$ cat src/rtl/puf_challenge_sequencer.sv
// Ring-oscillator PUF measurement controller: steps challenge select pairs,
// times clear/settle/measure/hold phases and assembles the comparison bits.
module puf_challenge_sequencer #(
   parameter int CNT_W  = 16,
   parameter int NBITS  = 8,
   parameter int WINDOW = 1024,
   parameter int SETTLE = 4,
   parameter int HOLD   = 4
) (
   input  logic             clk,
   input  logic             rst_n,
   input  logic             start,
   input  logic [9:0]       seed,
   input  logic [CNT_W-1:0] cnt_a,
   input  logic [CNT_W-1:0] cnt_b,
   output logic [4:0]       sel_a,
   output logic [4:0]       sel_b,
   output logic             osc_en,
   output logic             cnt_clr,
   output logic             busy,
   output logic             done,
   output logic [NBITS-1:0] response,
   output logic             tie,
   output logic             sat
);

   typedef enum logic [2:0] {
      S_IDLE, S_CLEAR, S_SETTLE, S_MEASURE, S_HOLD, S_COMPARE, S_DONE
   } state_t;

   localparam int MAX_A   = (WINDOW > SETTLE) ? WINDOW : SETTLE;
   localparam int MAX_B   = (MAX_A > HOLD) ? MAX_A : HOLD;
   localparam int MAX_DUR = (MAX_B > 2) ? MAX_B : 2;
   localparam int TW      = $clog2(MAX_DUR);
   localparam int KW      = (NBITS > 1) ? $clog2(NBITS) : 1;

   state_t          state, state_next;
   logic [TW-1:0]   timer;
   logic [KW-1:0]   k;
   logic            timer_done, last_bit;
   logic            osc_en_d, cnt_clr_d, busy_d, done_d;

   assign timer_done = (timer == '0);
   assign last_bit   = (k == KW'(NBITS - 1));

   // Timer is loaded with (phase length - 1) on entry and counts down to zero.
   function automatic logic [TW-1:0] dur_m1(input state_t s);
      case (s)
         S_CLEAR:   return TW'(1);
         S_SETTLE:  return TW'(SETTLE - 1);
         S_MEASURE: return TW'(WINDOW - 1);
         S_HOLD:    return TW'(HOLD - 1);
         default:   return '0;
      endcase
   endfunction

   // NOTE: reset is asynchronous and asserted while rst_n is HIGH.
   always_ff @(posedge clk or posedge rst_n) begin
      if (rst_n) state <= S_IDLE;
      else       state <= state_next;
   end

   always_comb begin
      state_next = state;
      case (state)
         S_IDLE:    if (start)      state_next = S_CLEAR;
         S_CLEAR:   if (timer_done) state_next = S_SETTLE;
         S_SETTLE:  if (timer_done) state_next = S_MEASURE;
         S_MEASURE: if (timer_done) state_next = S_HOLD;
         S_HOLD:    if (timer_done) state_next = S_COMPARE;
         S_COMPARE: state_next = last_bit ? S_DONE : S_CLEAR;
         S_DONE:    state_next = S_IDLE;
         default:   state_next = S_IDLE;
      endcase
   end

   // Outputs are decoded from the next state and registered below, so each
   // output is a flop aligned exactly with the state it belongs to.
   always_comb begin
      osc_en_d  = (state_next == S_MEASURE);
      cnt_clr_d = (state_next == S_CLEAR);
      busy_d    = (state_next != S_IDLE);
      done_d    = (state_next == S_DONE);
   end

   // NOTE: all sequential state uses non-blocking assignments.
   always_ff @(posedge clk or posedge rst_n) begin
      if (rst_n) begin
         osc_en   <= 1'b0;
         cnt_clr  <= 1'b0;
         busy     <= 1'b0;
         done     <= 1'b0;
         sel_a    <= '0;
         sel_b    <= '0;
         response <= '0;
         tie      <= 1'b0;
         sat      <= 1'b0;
         k        <= '0;
         timer    <= '0;
      end else begin
         osc_en  <= osc_en_d;
         cnt_clr <= cnt_clr_d;
         busy    <= busy_d;
         done    <= done_d;

         if (state_next != state) timer <= dur_m1(state_next);
         else if (!timer_done)    timer <= timer - TW'(1);

         case (state)
            S_IDLE: if (start) begin
               sel_a    <= seed[4:0];
               sel_b    <= seed[9:5];
               k        <= '0;
               response <= '0;
               tie      <= 1'b0;
               sat      <= 1'b0;
            end
            S_COMPARE: begin
               response[k] <= (cnt_a > cnt_b);
               if (cnt_a == cnt_b) tie <= 1'b1;
               if ((cnt_a == '1) || (cnt_b == '1)) sat <= 1'b1;
               // Selects advance only together with the move back into CLEAR.
               if (!last_bit) begin
                  k     <= k + KW'(1);
                  sel_a <= sel_a + 5'd1;
                  sel_b <= sel_b + 5'd1;
               end
            end
            default: ;
         endcase
      end
   end

endmodule

$ cat config.mk
export PLATFORM = sky130hd
export DESIGN_NAME = puf_challenge_sequencer
export DESIGN_NICKNAME = d
export VERILOG_FILES = /design/src/rtl/puf_challenge_sequencer.sv
export SDC_FILE = /design/constraint.sdc
export NUM_CORES = 1
export LEC_CHECK = 0
export ABC_AREA = 1
export CORE_ASPECT_RATIO = 1.2
export CORE_MARGIN = 3
export CORE_UTILIZATION = 45
export DETAILED_ROUTE_END_ITERATION = 8
export GPL_TIMING_DRIVEN = 0
export PLACE_DENSITY = 0.85
export SETUP_SLACK_MARGIN = 0.1
export SYNTH_ARGS = -nofsm -noshare
export SYNTH_HDL_FRONTEND = slang
export SYNTH_SLANG_ARGS = --single-unit
$ cat constraint.sdc
create_clock -name clk -period 2.8 [get_ports clk]
set_input_delay 0.7 -clock clk [delete_from_list [all_inputs] [get_ports clk]]
set_output_delay 0.7 -clock clk [all_outputs]
set_load 0.01 [all_outputs]
==> results.toml <==
[clock_network]
cts_buffer_depth = 2
clkLatencyLatePin_ns = 0.29
clkSlewWorstSetupHoldPaths_ns = 0.07
cts.sinks = 40
ctsHoldBuffers = 0
cts_tree = "done"
root_buffer = "clkbuf_8"
cts_buffers = 5
cts_resized = 0
ctsHtreeMaxLevel = 2
post_cts_buffers = 0

[drt]
drtPass1Iterations = 4
drc = 0
wl_per_cell_um = 13.12
drt-initial-drc-count = 198
wirelength_um = 6653
vias = 2639
postRouteAntennaNets = 0
avgViaCountPerCell = 5.205

[floorplan]
io_pins = 69
fp.dieW_um = 75.92
die-area_sq_um = 6826
fp.dieH_um = 89.91
num_rows = 29
core-area_sq_um = 5479
start_util_pct = 48.18

[critical_path]
startpoint_type = "primary input"
critPathLaunch = "cnt_b[15]"
required_ns = 2.97
critical_path_class = "primary input to register"
arrival_ns = 2.64
path_max_fanout = 9
end_kind = "register"
crit-reg2reg-launch = "timer[0]"

[final_layout]
final_area_sq_um = 3486
final_cells = 507
regArea_sq_um = 1001
layout-drive-gt1-share_pct = 4.651
final_cell_mix = "nand2_1 (87), clkdlybuf4s50_1 (68), inv_1 (50)"
final_nets = 498
nFillCells = 478
antenna_cells = 0
multiInputGateArea_sq_um = 1414
postLayoutCoreUtil_pct = 63.62
final_common_cell = "nand2_1"
areaGrowthSynthToFinish_pct = 32.04

[placement]
dp_cells = 502
finalWeightedCongestion = 0.9194
postPlaceCellArea_sq_um = 3417
port-buffer-count = 68
pre_cts_slack_ns = 0.007996
dp_hpwl_um = 5165

[power]
combPwrFrac_pct = 13.3
intPower_mw = 0.8179
vdd_drop_max_mv = 0.2503
p_seq_share_pct = 54.5
p_total_mw = 1.059
p_clk_share_pct = 32.2
p_sw_mw = 0.2411
cellLeakagePower_nw = 1.687
powerDensity_nw_per_um2 = 303.8
swShare_pct = 22.77

[logic_synthesis]
postSynthNetCount = 423
synth-seq-cells = 40
synth_mux_area_share_pct = 0
ys_seq_area_share_pct = 37.91
syn-mean-instance-area_sq_um = 7.395
synth_warnings = 0
synth-compound-area-share_pct = 11.56
synthAdderAreaFrac_pct = 9.953
synth_xor_area_share_pct = 2.986
synth-simple-area-share_pct = 29.05
synth_area_sq_um = 2640
syn-instance-count = 357
yosysUniqueCellTypes = 28
synth_top_family_by_area = "simple AND/OR/NAND/NOR gates"

[status]
status = "finished clean"

[min_path]
hold_path.startpoint = "sat"
hold_class = "register to register"

[timing]
min_period_over_period_pct = 88.45
setup_ws_ns = 0.3235
skew_ns = 0.006434
hold_violations = 0
timing.final.max_slew_violations = 0
setup_viol = 0
max_freq_mhz = 403.8
grt_setup_unrepaired = "false"
relSlewSlack_pct = 45.30
worst_pin_slew_ns = 0.8194
period_needed_ns = 2.477
worst_hold_slack_ns = 0.4936
setup_tns_ns = 0

[grt]
overflow = 0
antenna_found_initial = 0
first_global_vias = 2670
grt_first_pass_wirelength_um = 11430
grt_max_degree = 41
grt_usage_pct = 19.91

[run]
max_cap_violations = 0
==> critical path: stages <==
cell and delay [ns]:
clkdlybuf4s50_1 0.48, inv_1 0.05, ha_1 0.30, nand4_1 0.14, nor3_1 0.31, nand3_1 0.36, nand3_1 0.20, o21ai_0 0.10
==> Yosys cell counts <==
cell      instances  share of area [%]
a211oi_1          2               0.57
a21oi_1          17                3.2
a21oi_2           1               0.33
a31oi_1           2               0.47
buf_2             1               0.19
clkbuf_1          4               0.57
dfrtp_1          40                 38
ha_1             21                 10
inv_1            51                7.3
inv_2             2               0.28
inv_4             1               0.24
nand2_1          87                 12
nand3_1          27                5.1
nand3_2           2               0.76
nand4_1          12                2.8
nand4_2           1               0.47
nor2_1           40                5.7
nor2_2            1               0.24
nor3_1            2               0.38
nor4_1            3               0.71
o211ai_1          5                1.4
o21ai_0          19                3.6
o21ai_2           2               0.66
o21ai_4           1               0.62
o221ai_1          2               0.66
or2_2             2               0.47
xnor2_1           4                1.3
xor2_1            5                1.7
==> routing by layer <==
metal	track usage (%)	share of wire, %
met3	4.000	4.0
met1	23.22	42
met2	35.43	51
met5	0	0
met4	8.308	3.0
==> layout make-up <==
class	count	area share, %
multi-input cells	258	40.56
flip-flops and latches	40	28.72
repair buffers	68	19.53
inverters	54	5.887
well taps	77	2.764
clock buffers	5	1.974
plain buffers	5	0.5743
==> power by group through the flow <==
stage | clock network (mW) | registers (mW) | logic [mW]
CTS | 0.348 | 0.577 | 0.142
floorplan | 0 | 0.589 | 0.0566
global route | 0.368 | 0.577 | 0.159
global placement | 0 | 0.589 | 0.136
detailed placement | 0 | 0.589 | 0.141
finish | 0.341 | 0.578 | 0.140
==> path summary, 6_finish.rpt <==
path | endpoint | slack (ns) | depth (start not counted)
min in group asynchronous | response[6] | 0.90 | 2
max in group asynchronous | state[0] | 1.38 | 2
setup / recovery | response[1] | 0.32 | 8
hold reg to reg | sat | 0.49 | 2
setup reg to reg | timer[0] | 0.57 | 15
hold / removal | sat | 0.49 | 2
==> sequential cells by signal (all words and copies together), names as in the netlist <==
name	cells
timer	10
response	8
sel_a	5
sel_b	5
k	3
state	3
busy	1
cnt_clr	1
done	1
osc_en	1
sat	1
tie	1
==> cells by family (layout without fill, tap and decap cells) <==
family                   count (synthesis)  count (layout)
adder cells (fa/ha/maj)                 21              21
XOR/XNOR                                 9               9
AND/OR/NAND/NOR                        177             177
buffers and inverters                   59             132
flip-flops                              40              40
AO/OA/AOI/OAI                           51              51
No activity file was read; power rests on OpenSTA's default activity.
